===== src/rtl/alu_ctrl_pkg.sv =====
// Shared definitions for the ALU arbiter: control word width, opcode boundaries,
// arbiter state encoding and opcode classification helpers.
package alu_ctrl_pkg;

    localparam int ALU_CTRL_W = 5;

    localparam logic [ALU_CTRL_W-1:0] ALU_ADD      = 5'd0;
    localparam logic [ALU_CTRL_W-1:0] ALU_MUL      = 5'd2;
    localparam logic [ALU_CTRL_W-1:0] ALU_MUL_ALT  = 5'd15;
    localparam logic [ALU_CTRL_W-1:0] ALU_CMP_LO   = 5'd18;
    localparam logic [ALU_CTRL_W-1:0] ALU_CMP_HI   = 5'd22;
    localparam logic [ALU_CTRL_W-1:0] ALU_SLT2     = 5'd28;
    localparam logic [ALU_CTRL_W-1:0] ALU_CTRL_MAX = ALU_SLT2;

    typedef enum logic [1:0] {
        ST_IDLE = 2'd0,
        ST_EXEC = 2'd1,
        ST_RESP = 2'd2
    } arb_state_e;

    function automatic logic is_cmp(input logic [ALU_CTRL_W-1:0] ctrl);
        return (ctrl >= ALU_CMP_LO) && (ctrl <= ALU_CMP_HI);
    endfunction

    function automatic logic is_mul(input logic [ALU_CTRL_W-1:0] ctrl);
        return (ctrl == ALU_MUL) || (ctrl == ALU_MUL_ALT);
    endfunction

endpackage


===== src/rtl/rr_arbiter.sv =====
// Combinational round-robin arbiter: grants the first requester strictly after
// ptr, searching cyclically, and reports the winner as one-hot and as an index.
module rr_arbiter #(
    parameter int NUM_REQ = 2,
    parameter int IDX_W   = 1
) (
    input  logic [NUM_REQ-1:0] req,
    input  logic [IDX_W-1:0]   ptr,
    output logic [NUM_REQ-1:0] grant,
    output logic [IDX_W-1:0]   grant_idx,
    output logic               grant_valid
);

    logic [IDX_W-1:0] cand;

    // Walk from the farthest candidate inwards so the nearest one after ptr wins.
    always_comb begin
        grant       = '0;
        grant_idx   = '0;
        grant_valid = 1'b0;
        cand        = '0;
        for (int i = NUM_REQ; i >= 1; i--) begin
            cand = IDX_W'((int'(ptr) + i) % NUM_REQ);
            if (req[cand]) begin
                grant       = '0;
                grant[cand] = 1'b1;
                grant_idx   = cand;
                grant_valid = 1'b1;
            end
        end
    end

endmodule


===== src/rtl/alu_arbiter.sv =====
// Shares one combinational ALU among NUM_REQ requesters: round-robin issue,
// registered ALU operands, per-op settle time and a held valid/ready response.
module alu_arbiter
    import alu_ctrl_pkg::*;
#(
    parameter int NUM_REQ = 2,
    parameter int MUL_LAT = 3,
    parameter int ID_W    = 1
) (
    input  logic                          clk,
    input  logic                          rst_n,
    input  logic [NUM_REQ-1:0]            req_valid,
    output logic [NUM_REQ-1:0]            req_ready,
    input  logic [ALU_CTRL_W*NUM_REQ-1:0] req_ctrl,
    input  logic [32*NUM_REQ-1:0]         req_a,
    input  logic [32*NUM_REQ-1:0]         req_b,
    output logic                          rsp_valid,
    input  logic                          rsp_ready,
    output logic [ID_W-1:0]               rsp_id,
    output logic [31:0]                   rsp_res,
    output logic                          rsp_zero,
    output logic                          rsp_err,
    output logic [31:0]                   alu_num1,
    output logic [31:0]                   alu_num2,
    output logic [ALU_CTRL_W-1:0]         alu_ctrl,
    input  logic [31:0]                   alu_res,
    input  logic                          alu_zero
);

    localparam int IDX_W = $clog2(NUM_REQ);
    localparam int CNT_W = (MUL_LAT > 1) ? $clog2(MUL_LAT) : 1;

    arb_state_e              state_q, state_d;
    logic [IDX_W-1:0]        rr_ptr_q, rr_ptr_d;
    logic [IDX_W-1:0]        id_q, id_d;
    logic [CNT_W-1:0]        cnt_q, cnt_d;
    logic [31:0]             alu_num1_q, alu_num1_d;
    logic [31:0]             alu_num2_q, alu_num2_d;
    logic [ALU_CTRL_W-1:0]   alu_ctrl_q, alu_ctrl_d;
    logic                    rsp_valid_q, rsp_valid_d;
    logic [31:0]             rsp_res_q, rsp_res_d;
    logic                    rsp_zero_q, rsp_zero_d;
    logic                    rsp_err_q, rsp_err_d;

    logic [NUM_REQ-1:0]      grant;
    logic [IDX_W-1:0]        grant_idx;
    logic                    grant_valid;
    logic [ALU_CTRL_W-1:0]   sel_ctrl;

    logic [ALU_CTRL_W-1:0]   ctrl_arr [NUM_REQ];
    logic [31:0]             a_arr    [NUM_REQ];
    logic [31:0]             b_arr    [NUM_REQ];

    for (genvar g = 0; g < NUM_REQ; g++) begin : g_unpack
        assign ctrl_arr[g] = req_ctrl[g*ALU_CTRL_W +: ALU_CTRL_W];
        assign a_arr[g]    = req_a[g*32 +: 32];
        assign b_arr[g]    = req_b[g*32 +: 32];
    end

    rr_arbiter #(
        .NUM_REQ (NUM_REQ),
        .IDX_W   (IDX_W)
    ) u_rr (
        .req         (req_valid),
        .ptr         (rr_ptr_q),
        .grant       (grant),
        .grant_idx   (grant_idx),
        .grant_valid (grant_valid)
    );

    always_comb begin
        state_d     = state_q;
        rr_ptr_d    = rr_ptr_q;
        id_d        = id_q;
        cnt_d       = cnt_q;
        alu_num1_d  = alu_num1_q;
        alu_num2_d  = alu_num2_q;
        alu_ctrl_d  = alu_ctrl_q;
        rsp_valid_d = rsp_valid_q;
        rsp_res_d   = rsp_res_q;
        rsp_zero_d  = rsp_zero_q;
        rsp_err_d   = rsp_err_q;
        req_ready   = '0;
        sel_ctrl    = ctrl_arr[grant_idx];

        unique case (state_q)
            ST_IDLE: begin
                if (grant_valid) begin
                    req_ready  = grant;
                    alu_ctrl_d = sel_ctrl;
                    alu_num1_d = a_arr[grant_idx];
                    alu_num2_d = b_arr[grant_idx];
                    id_d       = grant_idx;
                    rr_ptr_d   = grant_idx;
                    cnt_d      = is_mul(sel_ctrl) ? CNT_W'(MUL_LAT - 1) : '0;
                    state_d    = ST_EXEC;
                end
            end
            ST_EXEC: begin
                if (cnt_q != '0) begin
                    cnt_d = cnt_q - CNT_W'(1);
                end else begin
                    // Compare ops report only the flag; everything else only the value.
                    rsp_valid_d = 1'b1;
                    rsp_res_d   = is_cmp(alu_ctrl_q) ? 32'd0 : alu_res;
                    rsp_zero_d  = is_cmp(alu_ctrl_q) ? alu_zero : 1'b0;
                    rsp_err_d   = (alu_ctrl_q > ALU_CTRL_MAX);
                    state_d     = ST_RESP;
                end
            end
            ST_RESP: begin
                if (rsp_ready) begin
                    rsp_valid_d = 1'b0;
                    state_d     = ST_IDLE;
                end
            end
            default: state_d = ST_IDLE;
        endcase

        // Accept is combinational, so keep it quiet while reset is asserted.
        if (!rst_n) begin
            req_ready = '0;
        end
    end

    always_ff @(posedge clk or negedge rst_n) begin
        if (!rst_n) begin
            state_q     <= ST_IDLE;
            rr_ptr_q    <= IDX_W'(NUM_REQ - 1);
            id_q        <= '0;
            cnt_q       <= '0;
            alu_num1_q  <= '0;
            alu_num2_q  <= '0;
            alu_ctrl_q  <= '0;
            rsp_valid_q <= 1'b0;
            rsp_res_q   <= '0;
            rsp_zero_q  <= 1'b0;
            rsp_err_q   <= 1'b0;
        end else begin
            state_q     <= state_d;
            rr_ptr_q    <= rr_ptr_d;
            id_q        <= id_d;
            cnt_q       <= cnt_d;
            alu_num1_q  <= alu_num1_d;
            alu_num2_q  <= alu_num2_d;
            alu_ctrl_q  <= alu_ctrl_d;
            rsp_valid_q <= rsp_valid_d;
            rsp_res_q   <= rsp_res_d;
            rsp_zero_q  <= rsp_zero_d;
            rsp_err_q   <= rsp_err_d;
        end
    end

    assign alu_num1  = alu_num1_q;
    assign alu_num2  = alu_num2_q;
    assign alu_ctrl  = alu_ctrl_q;
    assign rsp_valid = rsp_valid_q;
    assign rsp_id    = ID_W'(id_q);
    assign rsp_res   = rsp_res_q;
    assign rsp_zero  = rsp_zero_q;
    assign rsp_err   = rsp_err_q;

endmodule


===== config.mk =====
export PLATFORM = sky130hd
export DESIGN_NAME = alu_arbiter
export DESIGN_NICKNAME = d
export VERILOG_FILES = /design/src/rtl/alu_ctrl_pkg.sv /design/src/rtl/rr_arbiter.sv /design/src/rtl/alu_arbiter.sv
export SDC_FILE = /design/constraint.sdc
export NUM_CORES = 1
export LEC_CHECK = 0
export CORE_AREA = 2 2 113 115
export CTS_CLUSTER_SIZE = 24
export DETAILED_ROUTE_END_ITERATION = 10
export DIE_AREA = 0 0 115 117
export PLACE_DENSITY = 0.84
export SLEW_MARGIN = 10
export SYNTH_ARGS = -nofsm -noshare
export SYNTH_HDL_FRONTEND = slang
export SYNTH_SLANG_ARGS = --single-unit
export TNS_END_PERCENT = 5

===== constraint.sdc =====
create_clock -name clk -period 3.7 [get_ports clk]
set_input_delay 0.37 -clock clk [delete_from_list [all_inputs] [get_ports clk]]
set_output_delay 0.37 -clock clk [all_outputs]
set_load 0.02 [all_outputs]

==> results of run 1 <==
per-layer routing:
layer  GRT usage, %  share of wire [%]  vias up
met3           7.36                8.9       33
li1               -                  -     2230
met4           9.88                2.9        0
met2           39.5                 49      217
met5              0                  0        -
met1           25.6                 39     2186
Yosys cell counts, drive strengths merged:
| master | count | area share [%] |
|---|---|---|
| nor2 | 139 | 11 |
| dfrtp | 109 | 56 |
| nand2 | 87 | 6.7 |
| o22ai | 64 | 13 |
| o21ai | 37 | 3.8 |
| buf | 27 | 4.3 |
| inv | 7 | 0.54 |
| a31oi | 5 | 0.64 |
| clkbuf | 5 | 0.38 |
| nand3 | 5 | 0.76 |
| o2111ai | 4 | 0.71 |
| and3 | 2 | 0.25 |
| nor3 | 2 | 0.20 |
| a21bo | 1 | 0.20 |
| a21boi | 1 | 0.23 |
| a21oi | 1 | 0.10 |
| and2 | 1 | 0.18 |
| dfstp | 1 | 0.54 |
| ha | 1 | 0.25 |
| nand2b | 1 | 0.13 |
| nor2b | 1 | 0.13 |
| o221a | 1 | 0.23 |
| or2 | 1 | 0.18 |
metrics by stage:
step	hold WS [ps]	worst slack, ps	power (mW)	cells
after floorplan	74.4	2260	4.33	503
after global placement	426	1230	5.83	909
after detailed placement	441	1140	5.98	909
after CTS	55.6	1340	7.10	925
after global routing	85.2	1210	7.48	925
final	40.8	1330	7.04	925
power groups by stage:
stage / Clock, mW / Combinational [mW] / Sequential (mW)
floorplan: 0 / 1.48 / 2.85
global placement: 0 / 3.65 / 2.18
detailed placement: 0 / 3.76 / 2.22
CTS: 1.12 / 3.78 / 2.20
global route: 1.16 / 4.05 / 2.27
finish: 1.09 / 3.74 / 2.20
worst paths after layout:
check,to
max in group asynchronous,alu_num2[14]
hold / removal,rsp_res[9]
hold reg to reg,rsp_id
setup reg to reg,alu_num1[27]
setup / recovery,req_ready[1]
min in group clk,rsp_id
registers in the layout (all words and copies together), names as in the netlist:
signal,flops
rsp_err,1
rsp_valid,1
alu_num2,32
alu_num1,32
rsp_res,32
rr_ptr_q,1
rsp_zero,1
rsp_id,1
cnt_q,2
alu_ctrl,5
state_q,2
worst max-delay path, delay by kind of cell:
kind	cells	cell delay, ps
and+or+nand+nor	1	140
AOI/OAI and AO/OA	1	330
buffers and inverters	2	1150
kinds of logic (layout without fill, tap and decap cells):
family	after synthesis	in the layout	synth area share, %
and+or+nand+nor	239	239	19.3
buffers and inverters	39	311	5.23
adders and majority gates	1	1	0.255
AOI/OAI and AO/OA	114	114	19.1
DFF	110	110	56.1
area by class of cell:
type | count | area share (%)
Tap cell | 150 | 2.32
Multi-Input combinational cell | 354 | 23.6
Inverter | 7 | 0.325
Clock buffer | 12 | 3.30
Timing Repair Buffer | 288 | 35.4
Clock inverter | 4 | 0.959
Sequential cell | 110 | 34.1
==> flow_summary_export.csv, run 1 <==
group,metric,value,unit
worst_setup_path,crit_slowest_cell,"clkdlybuf4s50_1",
detailed_routing,ant_nets,0,
worst_setup_path,path_max_fanout,8,
yosys,synth.distinct_cells,29,
global_route,grt_pass1_vias,4784,
layout,layout_common_cells,"281 x clkdlybuf4s50_1, 138 x nor2_1, 109 x dfrtp_1",
timing,worstMarginPinSlew,1110,ps
layout,final_nets,947,
layout,multi_input_comb_area,1910,µm²
power,leakagePower,3.42,nW
floorplanning,die_h,117,µm
detailed_routing,avgViaCountPerCell,5.04,
layout,n_antenna_cell,0,
worst_setup_path,start_kind,"input pin",
floorplanning,ios,283,
clock_tree,cts_num_sinks,110,
power,power_frac_clock,15.5,%
timing,finalSetupTns,0,ps
detailed_routing,num_vias,4666,
floorplanning,die_x,115,µm
timing,fmax,0.423,GHz
power,p_sw,2.84,mW
timing,slew_violations,0,
layout,syn_to_final_growth,64.7,%
timing,fin_crit,2370,ps
placed_design,io_buffers,282,
worst_setup_path,crit_path_max_incr_delay,640,ps
worst_setup_path,worstSetupEndpointType,"primary output",
clock_tree,post_cts_buffers,0,
clock_tree,cts_resized,0,
yosys,synth_nets,680,
yosys,synth_cells,503,
timing,finalClockSkew,10.8,ps
worst_setup_path,cp.arrival,2000,ps
yosys,syn_avg_cell_area,9.76,µm²
layout,ff_latch_area,2750,µm²
floorplanning,dieArea,13500,µm²
layout,post-route-cell-area,8090,µm²
clock_tree,cts-root-buf,"clkbuf_16",
clock_tree,clock_path_buffers,2,
layout,utilization,65.7,%
detailed_routing,drt-wirelength-per-cell,16.7,µm
placed_design,placed_area,7740,µm²
global_route,grt_overflow,0,
run,cap_viol_max_count,0,
power,irDropWorstVdd,473,µV
timing,setup_viol,0,
worst_setup_path,reg2reg_depth,5,
floorplanning,rows,41,
yosys,ys_ff_latch,110,
global_route,grtUsageTotal,22.7,%
worst_setup_path,reg2reg_from,"rr_ptr_q",
worst_setup_path,required,3330,ps
power,pwr-share-comb,53.2,%
yosys,synth_warnings,0,
outcome,status,"complete, no violations",
detailed_routing,drc,0,
floorplanning,core_area,12300,µm²
worst_setup_path,worstSetupPathType,"in2out",
worst_setup_path,cp_cell_sequence,"clkdlybuf4s50_1 -> a21bo_1 -> nor2_1 -> clkdlybuf4s50_1",
timing,rsz0062_at_grt,"no",
detailed_routing,first_iter_violations,287,
clock_tree,htreeDepth,3,
clock_tree,hold_buffers,0,
worst_setup_path,crit_top_cell,"clkdlybuf4s50_1",
worst_setup_path,crit_start,"req_valid[1]",
layout,drive_above_1_share,9.42,%
placed_design,dp_hpwl,11.4,mm
worst_setup_path,rrSetupSlack,1610,ps
clock_tree,cts_buffers,9,
placed_design,routabilityCongestion,0.833,
clock_tree,cts_tree,"yes",
timing,hold_viol_final,0,
layout,final.fill_count,975,
yosys,syn_area,4910,µm²
power,p_int,4.19,mW
worst_hold_path,hp-class,"in2async",
detailed_routing,wirelength,15.4,mm
power,power.density,870,nW/µm²
timing,relSlewSlack,26.1,%
clock_tree,cts.clk_slew.worst_paths,70,ps
floorplanning,start_util,39.9,%
layout,layout_commonest_cell,"clkdlybuf4s50_1",
detailed_routing,drt_pre_antenna_iters,4,
global_route,grt_max_degree,69,
power,swShare,40.4,%
timing,fin_crit_sh,64.0,%
global_route,antenna_found_initial,0,
global_route,grt_pass1_wl,23.7,mm
yosys,yosysSeqAreaShare,56.1,%
power,sequentialPowerShare,31.3,%
clock_tree,clk_latency,350,ps
Note: power is estimated with default switching activity, not from simulation.
==> run 2: changes to the inputs <==
Settings changed: CORE_AREA 2 2 113 115 to 2 2 122 124, DIE_AREA 0 0 115 117 to 0 0 124 126, PLACE_DENSITY 0.84 to 0.77.
Clock period 3.7 ns to 2 ns, I/O delays scaled along.
==> flow_summary_export.csv, run 2 (synthesis gave the netlist of run 1 again) <==
group,metric,value,unit
timing,fin_crit_sh,88.1,%
timing,finalSetupTns,0,ps
placed_design,io_buffers,282,
worst_setup_path,start_kind,"flop",
layout,n_antenna_cell,0,
detailed_routing,num_vias,4595,
placed_design,dp_hpwl,10.9,mm
worst_setup_path,rrSetupSlack,410,ps
floorplanning,core_area,14300,µm²
layout,layout_common_cells,"279 x clkdlybuf4s50_1, 138 x nor2_1, 109 x dfrtp_1",
detailed_routing,avgViaCountPerCell,4.76,
detailed_routing,drc,0,
global_route,grt_pass1_vias,4736,
layout,drive_above_1_share,9.73,%
global_route,grt_overflow,0,
worst_setup_path,required,1800,ps
power,p_int,7.65,mW
detailed_routing,drt-wirelength-per-cell,15.5,µm
power,power_frac_clock,13.7,%
run,cap_viol_max_count,0,
clock_tree,cts_tree,"yes",
timing,fmax,0.567,GHz
timing,finalClockSkew,7.93,ps
worst_setup_path,cp.arrival,1560,ps
timing,hold_ws,14.1,ps
worst_setup_path,reg2reg_from,"rr_ptr_q",
layout,final_nets,954,
floorplanning,dieArea,15600,µm²
detailed_routing,first_iter_violations,226,
global_route,grtUsageTotal,19.7,%
worst_setup_path,cp_cell_sequence,"nor2_4 -> nand2_1 -> nor2_1 -> dlygate4sd2_1",
clock_tree,clk_latency,340,ps
worst_setup_path,worstSetupEndpoint,"req_ready[1]",
floorplanning,ios,283,
placed_design,dpl.cell_count,950,
global_route,antenna_found_initial,1,
floorplanning,die_h,126,µm
worst_setup_path,path_delay_family,"flip-flops",
layout,final_cells,965,
detailed_routing,drt_pre_antenna_iters,4,
worst_setup_path,worstSetupEndpointType,"primary output",
layout,layout_commonest_cell,"clkdlybuf4s50_1",
global_route,grt_max_degree,67,
clock_tree,cts_num_sinks,110,
clock_tree,clock_path_buffers,2,
floorplanning,die_x,124,µm
timing,hold_viol_final,0,
power,sequentialPowerShare,31.5,%
worst_setup_path,reg2reg_depth,5,
timing,relSlewSlack,50.7,%
power,p_sw,5.18,mW
power,power.density,1570,nW/µm²
worst_setup_path,worstSetupPathType,"reg2out",
worst_setup_path,path_max_fanout,6,
worst_hold_path,hp-class,"in2async",
clock_tree,cts-root-buf,"clkbuf_16",
detailed_routing,wirelength,15.0,mm
power,leakagePower,3.45,nW
clock_tree,cts.clk_slew.worst_paths,70,ps
clock_tree,cts_resized,2,
worst_setup_path,crit_start,"state_q[0]",
clock_tree,cts_buffers,9,
power,irDropWorstVdd,673,µV
placed_design,routabilityCongestion,0.839,
clock_tree,htreeDepth,3,
worst_setup_path,crit_slowest_cell,"dfrtp_1",
floorplanning,start_util,34.3,%
clock_tree,hold_buffers,0,
detailed_routing,ant_nets,0,
global_route,grt_pass1_wl,23.9,mm
worst_setup_path,path_depth,4,
worst_setup_path,timing.rr.end,"alu_num1[25]",
worst_setup_path,crit_path_max_incr_delay,470,ps
layout,syn_to_final_growth,66.7,%
power,swShare,40.4,%
power,pwr-share-comb,54.8,%
timing,rsz0062_at_grt,"no",
timing,fin_crit,1760,ps
timing,slew_violations,0,
layout,final.fill_count,1274,
clock_tree,post_cts_buffers,0,
timing,worstMarginPinSlew,740,ps
timing,setup_viol,0,
floorplanning,rows,44,
outcome,status,"complete, no violations",
worst_setup_path,path_buf_inv,1,
run 2: changes by cell type in the layout (fill, tap and decap cells not counted), sizes merged:
cell           change
dlygate4sd2        +2
clkdlybuf4s50      -2
clkinvlp           +1
clkinv             -1
buf                +7
bufinv             -1
run 2: through the flow:
stage                     cell area (µm²)  setup slack [ps]  power, mW  util, %
after global placement               7900               129       11.1     55.2
after floorplan                      4910               561       8.01        -
after CTS                            8180               214       13.0     57.2
after detailed placement             7900               129       11.2     55.2
final                                8180               237       12.8     57.2
after global routing                 8180               139       13.8     57.2
run 2: final cells by class:
class                   count  area, µm²  area share (%)
clock buffers              12        236            2.89
clock inverters             3       46.3           0.566
inverters                   7       26.3           0.321
multi-input cells         354       1910            23.3
flip-flops and latches    110       2750            33.7
well taps                 184        230            2.81
repair buffers            295       2980            36.4
run 2: worst min-delay path by stage:
| stage | start | end | slack [ps] |
|---|---|---|---|
| CTS | rst_n | alu_num2[11] | 20 |
| global route | rst_n | alu_num2[12] | 70 |
| detailed placement | rst_n | alu_num2[11] | 400 |
| global placement | rst_n | alu_num1[1] | 410 |
| finish | rst_n | cnt_q[0] | 10 |
| floorplan | rst_n | alu_ctrl[0] | -100 |
run 2: worst reg2reg max path, delay by kind of cell (launching register included):
kind	cells	cell delay [ps]
AOI/OAI and AO/OA	2	370
and+or+nand+nor	2	280
buffers and inverters	1	260
DFF	1	580
run 2: power by group through the flow:
stage	Clock, mW	Combinational [mW]	Sequential (mW)
floorplan	0	2.73	5.27
global placement	0	7.04	4.04
detailed placement	0	7.12	4.09
CTS	1.82	7.14	4.05
global route	1.91	7.67	4.19
finish	1.76	7.03	4.04
run 2: per-layer routing:
metal  vias to the layer above  GRT usage, %  part of all wire (%)
met5                         -             0                 0.094
met4                         2          7.93                   2.9
met3                        32          7.20                    11
met2                       206          33.7                    48
met1                      2104          21.9                    38
li1                       2251             -                     -
